## src/rtl/div_unit.sv

```systemverilog
// div_unit: iterative restoring divider for div/divu, one quotient bit per clock.
// Ports: clk, rst (async, active-high), start, is_signed, dividend, divisor in;
//        busy, done (1-cycle pulse), quotient, remainder, div_by_zero out.
// Build option: define DIV_ZERO_FAST_EN to finish divide-by-zero one cycle after start.
module div_unit #(
    parameter int WIDTH = 32
) (
    input  logic             clk,
    input  logic             rst,
    input  logic             start,
    input  logic             is_signed,
    input  logic [WIDTH-1:0] dividend,
    input  logic [WIDTH-1:0] divisor,
    output logic             busy,
    output logic             done,
    output logic [WIDTH-1:0] quotient,
    output logic [WIDTH-1:0] remainder,
    output logic             div_by_zero
);

    localparam int CW = $clog2(WIDTH + 1);
    localparam logic [CW-1:0] LAST = CW'(WIDTH);

    typedef enum logic [1:0] {
        IDLE,
        RUN,
        DONE
    } state_t;

    state_t           state;
    logic [CW-1:0]    count;
    logic [WIDTH-1:0] prem;
    logic [WIDTH-1:0] quo;
    logic [WIDTH-1:0] dvs;
    logic [WIDTH-1:0] dvd_raw;
    logic             neg_q;
    logic             neg_r;
    logic             zero_q;

    logic             a_neg;
    logic             b_neg;
    logic [WIDTH-1:0] dvd_mag;
    logic [WIDTH-1:0] dvs_mag;
    logic [WIDTH:0]   shifted;
    logic [WIDTH:0]   trial;
    logic [WIDTH-1:0] q_fin;
    logic [WIDTH-1:0] r_fin;

    // Operand magnitudes; the most-negative value maps onto itself,
    // which is its correct unsigned magnitude.
    always_comb begin
        a_neg   = is_signed & dividend[WIDTH-1];
        b_neg   = is_signed & divisor[WIDTH-1];
        dvd_mag = a_neg ? (~dividend + WIDTH'(1)) : dividend;
        dvs_mag = b_neg ? (~divisor + WIDTH'(1)) : divisor;
    end

    // One restoring step: shift the next dividend bit into the partial
    // remainder and try subtracting; a set top bit means it went negative.
    always_comb begin
        shifted = {prem, quo[WIDTH-1]};
        trial   = shifted - {1'b0, dvs};
    end

    // Sign correction and zero-divisor override applied once at the end.
    always_comb begin
        q_fin = neg_q ? (~quo + WIDTH'(1)) : quo;
        r_fin = neg_r ? (~prem + WIDTH'(1)) : prem;
        if (zero_q) begin
            q_fin = '1;
            r_fin = dvd_raw;
        end
    end

    always_ff @(posedge clk or posedge rst) begin
        if (rst) begin
            state       <= IDLE;
            count       <= '0;
            prem        <= '0;
            quo         <= '0;
            dvs         <= '0;
            dvd_raw     <= '0;
            neg_q       <= 1'b0;
            neg_r       <= 1'b0;
            zero_q      <= 1'b0;
            busy        <= 1'b0;
            done        <= 1'b0;
            quotient    <= '0;
            remainder   <= '0;
            div_by_zero <= 1'b0;
        end else begin
            case (state)
                IDLE, DONE: begin
                    done <= 1'b0;
                    if (start) begin
                        dvd_raw <= dividend;
                        dvs     <= dvs_mag;
                        quo     <= dvd_mag;
                        prem    <= '0;
                        count   <= '0;
                        neg_q   <= a_neg ^ b_neg;
                        neg_r   <= a_neg;
                        zero_q  <= (divisor == '0);
                        state   <= RUN;
`ifdef DIV_ZERO_FAST_EN
                        // Jump straight to the finishing step without
                        // ever raising busy.
                        if (divisor == '0) begin
                            count <= LAST;
                            busy  <= 1'b0;
                        end else begin
                            busy  <= 1'b1;
                        end
`else
                        busy    <= 1'b1;
`endif
                    end else begin
                        state <= IDLE;
                    end
                end
                RUN: begin
                    if (count == LAST) begin
                        quotient    <= q_fin;
                        remainder   <= r_fin;
                        div_by_zero <= zero_q;
                        busy        <= 1'b0;
                        done        <= 1'b1;
                        state       <= DONE;
                    end else begin
                        count <= count + CW'(1);
                        if (!trial[WIDTH]) begin
                            prem <= trial[WIDTH-1:0];
                            quo  <= {quo[WIDTH-2:0], 1'b1};
                        end else begin
                            prem <= shifted[WIDTH-1:0];
                            quo  <= {quo[WIDTH-2:0], 1'b0};
                        end
                    end
                end
                default: begin
                    state <= IDLE;
                    busy  <= 1'b0;
                    done  <= 1'b0;
                end
            endcase
        end
    end

endmodule
```

## config.mk

```make
export PLATFORM = sky130hd
export DESIGN_NAME = div_unit
export DESIGN_NICKNAME = d
export VERILOG_FILES = /design/src/rtl/div_unit.sv
export SDC_FILE = /design/constraint.sdc
export NUM_CORES = 1
export LEC_CHECK = 0
export CELL_PAD_IN_SITES_DETAIL_PLACEMENT = 1
export CELL_PAD_IN_SITES_GLOBAL_PLACEMENT = 1
export CORE_MARGIN = 1.5
export CORE_UTILIZATION = 38
export CTS_CLUSTER_SIZE = 28
export DETAILED_ROUTE_END_ITERATION = 6
export HOLD_SLACK_MARGIN = 0.15
export PLACE_DENSITY = 0.74
export SLEW_MARGIN = 20
export SYNTH_ARGS = -nofsm -noshare
export SYNTH_HDL_FRONTEND = slang
export SYNTH_SLANG_ARGS = --single-unit
```

## constraint.sdc

```tcl
create_clock -name clk -period 8.8 [get_ports clk]
set_clock_uncertainty 0.15 [all_clocks]
set_input_delay 2.2 -clock clk [delete_from_list [all_inputs] [get_ports clk]]
set_output_delay 2.2 -clock clk [all_outputs]
set_load 0.005 [all_outputs]
```

==> flow_summary.yaml <==
finish:
  syn_to_final_growth_pct: 20.1
  fin_util_pct: 46.6
  drive_gt1_share_pct: 4.79
  nets: 1698
  fillCellCount: 3871
  final_cells: 2052
placement:
  hpwl_mm: 27.0
  place_congestion: 0.830
  placed_cells: 2006
  dp_slack_ns: 3.28
  port_buffers: 134
clocking:
  tritoncts: "built"
  ctsHoldBuffers: 0
  clk_pin_slew_ns: 0.06
  cts_resized: 0
  cts_buffer_depth: 3
  cts.sinks: 205
  cts_made_buffers: 25
  postCtsSetupRepairBufs: 0
  root_buffer: "clkbuf_16"
  clock_latency_ns: 0.55
  cts_htree_levels: 1
status:
  status: "finished, final reports clean"
synth:
  ys_ff_latch: 205
  synth_edf_count: 0
  yosysUniqueCellTypes: 73
  ys_warn_count: 0
  synth-main-ff-cell: "dfrtp_1"
  avgSynthCellArea_um2: 8.47
  syn_inst: 1498
  syn_nets: 1605
  ys_seq_area_share_pct: 40.4
  async_reset_ff_share_pct: 100
  syn-cell-area_mm2: 0.0127
worst_setup_path:
  critPathTopFamily: "simple AND/OR/NAND/NOR gates"
  crit_buf_inv: 1
  reg2reg_from: "quo[31]$_DFFE_PP0P_"
  start_kind: "input pin"
  crit_path_top_delay_cell: "or4_1"
  end_kind: "register"
  reg2reg_to: "prem[6]$_DFFE_PP0P_"
  cp_max_fo: 6
  cp.arrival_ns: 5.25
  crit_top_cell: "nand3_1"
  ff2ff_path_depth: 12
  crit_chain: "clkdlybuf4s50_1 -> or4_1 -> nor4_2 -> nand3_1 -> nor3b_1 -> nand2_1 -> o41ai_1 -> nand3_1 -> a22oi_1"
  crit_path_max_incr_delay_ns: 0.61
  required_ns: 9.11
  rrSetupSlack_ns: 4.95
  crit_type: "in -> reg"
timing:
  hold_slack_ns: 0.323
  worstMarginPinSlew_ns: 0.836
  setup_viol: 0
  tns_ns: 0
  maxSlewHeadroom_pct: 44.3
  period_minus_slack_ns: 4.94
  hold_viol_final: 0
  fin_crit_sh_pct: 56.1
  setup_slack_ns: 3.86
  fmax_mhz: 203
  maxSlewViolCount: 0
  rsz0062_at_grt: "no"
grt:
  met2_usage_pct: 37.2
  met1_usage_pct: 29.1
  grt_first_pass_wirelength_mm: 60.4
  first_global_vias: 11359
  antenna_found_initial: 1
  grtUsageMet3_pct: 2.37
  grt-busiest-layer: "met2"
  grt_overflow: 0
  groute.usage.overall_pct: 21.7
  grt_max_degree: 148
floorplan:
  die_w_um: 186
  num_rows: 66
  io_pins: 135
  dieArea_mm2: 0.0345
  die_h_um: 186
  initial_core_util_pct: 38.8
  coreArea_mm2: 0.0327
min_path:
  hp-class: "reg -> reg"
  holdPathEnd: "quotient[0]$_DFFE_PP0P_"
  hold_start: "quotient[0]$_DFFE_PP0P_"
  hold-path-cell-count: 2
drt:
  routed_wl_mm: 36.9
  wire_per_inst_um: 18.0
  antenna_left: 0
  drc: 0
  dr.pass1.iters: 4
  drt_iter0_drc: 523
  vias: 11053
  viasPerCell: 5.39
power:
  ir_drop_mv: 0.186
  p_leak_nw: 6.54
  pwr_density_cell_mw_per_mm2: 424
run:
  drv_cap: 0
## worst min-delay path: stages (launching register included)
cell and delay, ns:
dfrtp_1 0.34, nand2_1 0.05, nand2_1 0.05
## where the power goes
group	leakage [nW]	switching [W]	internal (W)
Sequential	2.57	0.000509	0.00140
Combinational	3.57	0.00193	0.00157
Clock	0.405	0.000414	0.000640
Total	6.54	0.00286	0.00360
## synth_stat cells (3+ instances only)
cell,n,share of area [%]
nand2_1,251,7.4
dfrtp_1,205,40
o21ai_0,130,5.1
a21oi_1,110,4.3
nor2_1,104,3.1
xor2_1,81,5.6
clkbuf_1,75,2.2
inv_1,61,1.8
xnor2_1,61,4.2
o21ai_1,53,2.1
ha_1,38,3.7
mux2i_1,31,2.4
a22oi_1,30,1.8
o31ai_1,22,1.3
nor3_1,17,0.67
or4_1,16,0.95
nand2b_1,15,0.74
o41ai_1,15,1.0
nor4_1,14,0.69
or3_1,13,0.64
a21o_1,12,0.71
nand3_1,12,0.47
nand4_1,10,0.49
o21a_1,10,0.59
and3_1,8,0.39
a31oi_1,7,0.35
o22a_1,7,0.48
and2_1,6,0.30
o21bai_1,6,0.35
a32oi_1,5,0.35
nand3b_1,5,0.30
or2_2,5,0.25
a211oi_1,4,0.24
a22o_1,4,0.28
nor2b_1,4,0.20
a31o_2,3,0.21
o211ai_1,3,0.18
o22ai_1,3,0.15
## per-layer routing
metal  vias up  share of wire (%)
li1       5437                  -
met1      5371                 47
met2       195                 47
met3        50                3.3
met4         0                2.4
met5         -                  0
## sequential cells by signal, indices dropped and copies added (netlist names)
name         count
dvd_raw         32
done             1
state            1
busy             1
prem            32
neg_q            1
div_by_zero      1
quotient        32
neg_r            1
quo             32
count            6
remainder       32
dvs             32
zero_q           1
## per-stage QoR
step | area, µm² | power, W
after floorplan | 12700 | 0.00434
after global placement | 14400 | 0.00526
after detailed placement | 14400 | 0.00542
after CTS | 15200 | 0.00651
after global routing | 15200 | 0.00704
final | 15200 | 0.00646
## final cells by class
class / instances / area (µm²) / area share (%)
diodes: 1 / 2.50 / 0.0164
flip-flops and latches: 205 / 5130 / 33.7
repair buffers: 145 / 1420 / 9.34
well taps: 442 / 553 / 3.63
multi-input cells: 1152 / 7050 / 46.3
inverters: 62 / 245 / 1.61
clock buffers: 38 / 704 / 4.62
clock inverters: 7 / 125 / 0.821
## layout by cell type (no fill, tap or decap), types with 6 or more instances in the layout
cell	synthesis	routed
nand2_1	251	250
dfrtp_1	205	203
clkdlybuf4s50_1	0	134
o21ai_0	130	130
a21oi_1	110	110
nor2_1	104	102
xor2_1	81	81
xnor2_1	61	61
inv_1	61	60
o21ai_1	53	53
ha_1	38	38
mux2i_1	31	31
a22oi_1	30	30
clkbuf_16	0	25
o31ai_1	22	22
nor3_1	17	17
or4_1	16	16
o41ai_1	15	15
nand2b_1	15	14
nor4_1	14	14
or3_1	13	13
a21o_1	12	12
nand3_1	12	12
buf_4	1	11
o21a_1	10	10
nand4_1	10	10
clkbuf_1	75	10
and3_1	8	8
a31oi_1	7	7
o22a_1	7	7
and2_1	6	6
o21bai_1	6	6
## cells by family after synthesis
logic type | count (synthesis) | synth area share, %
buffers and inverters | 141 | 4.22
AOI/OAI and AO/OA | 442 | 21.1
adders and majority gates | 39 | 3.90
xor gates and xnor gates | 142 | 9.80
DFF | 205 | 40.4
muxes | 32 | 2.53
and+or+nand+nor | 497 | 18.0
## worst max-delay path by stage
stage / cells past startpoint / end / slack, ns / from
after floorplan: 1 / busy$_DFFE_PP0P_ / 0.85 / rst
after global placement: 9 / quo[30]$_DFFE_PP0P_ / 3.41 / dividend[2]
after detailed placement: 9 / quo[30]$_DFFE_PP0P_ / 3.28 / dividend[2]
after CTS: 9 / quo[31]$_DFFE_PP0P_ / 3.87 / dividend[2]
after global routing: 9 / quo[31]$_DFFE_PP0P_ / 3.67 / dividend[2]
final: 9 / quo[31]$_DFFE_PP0P_ / 3.86 / dividend[2]
Power figures use the tool's default switching activity.
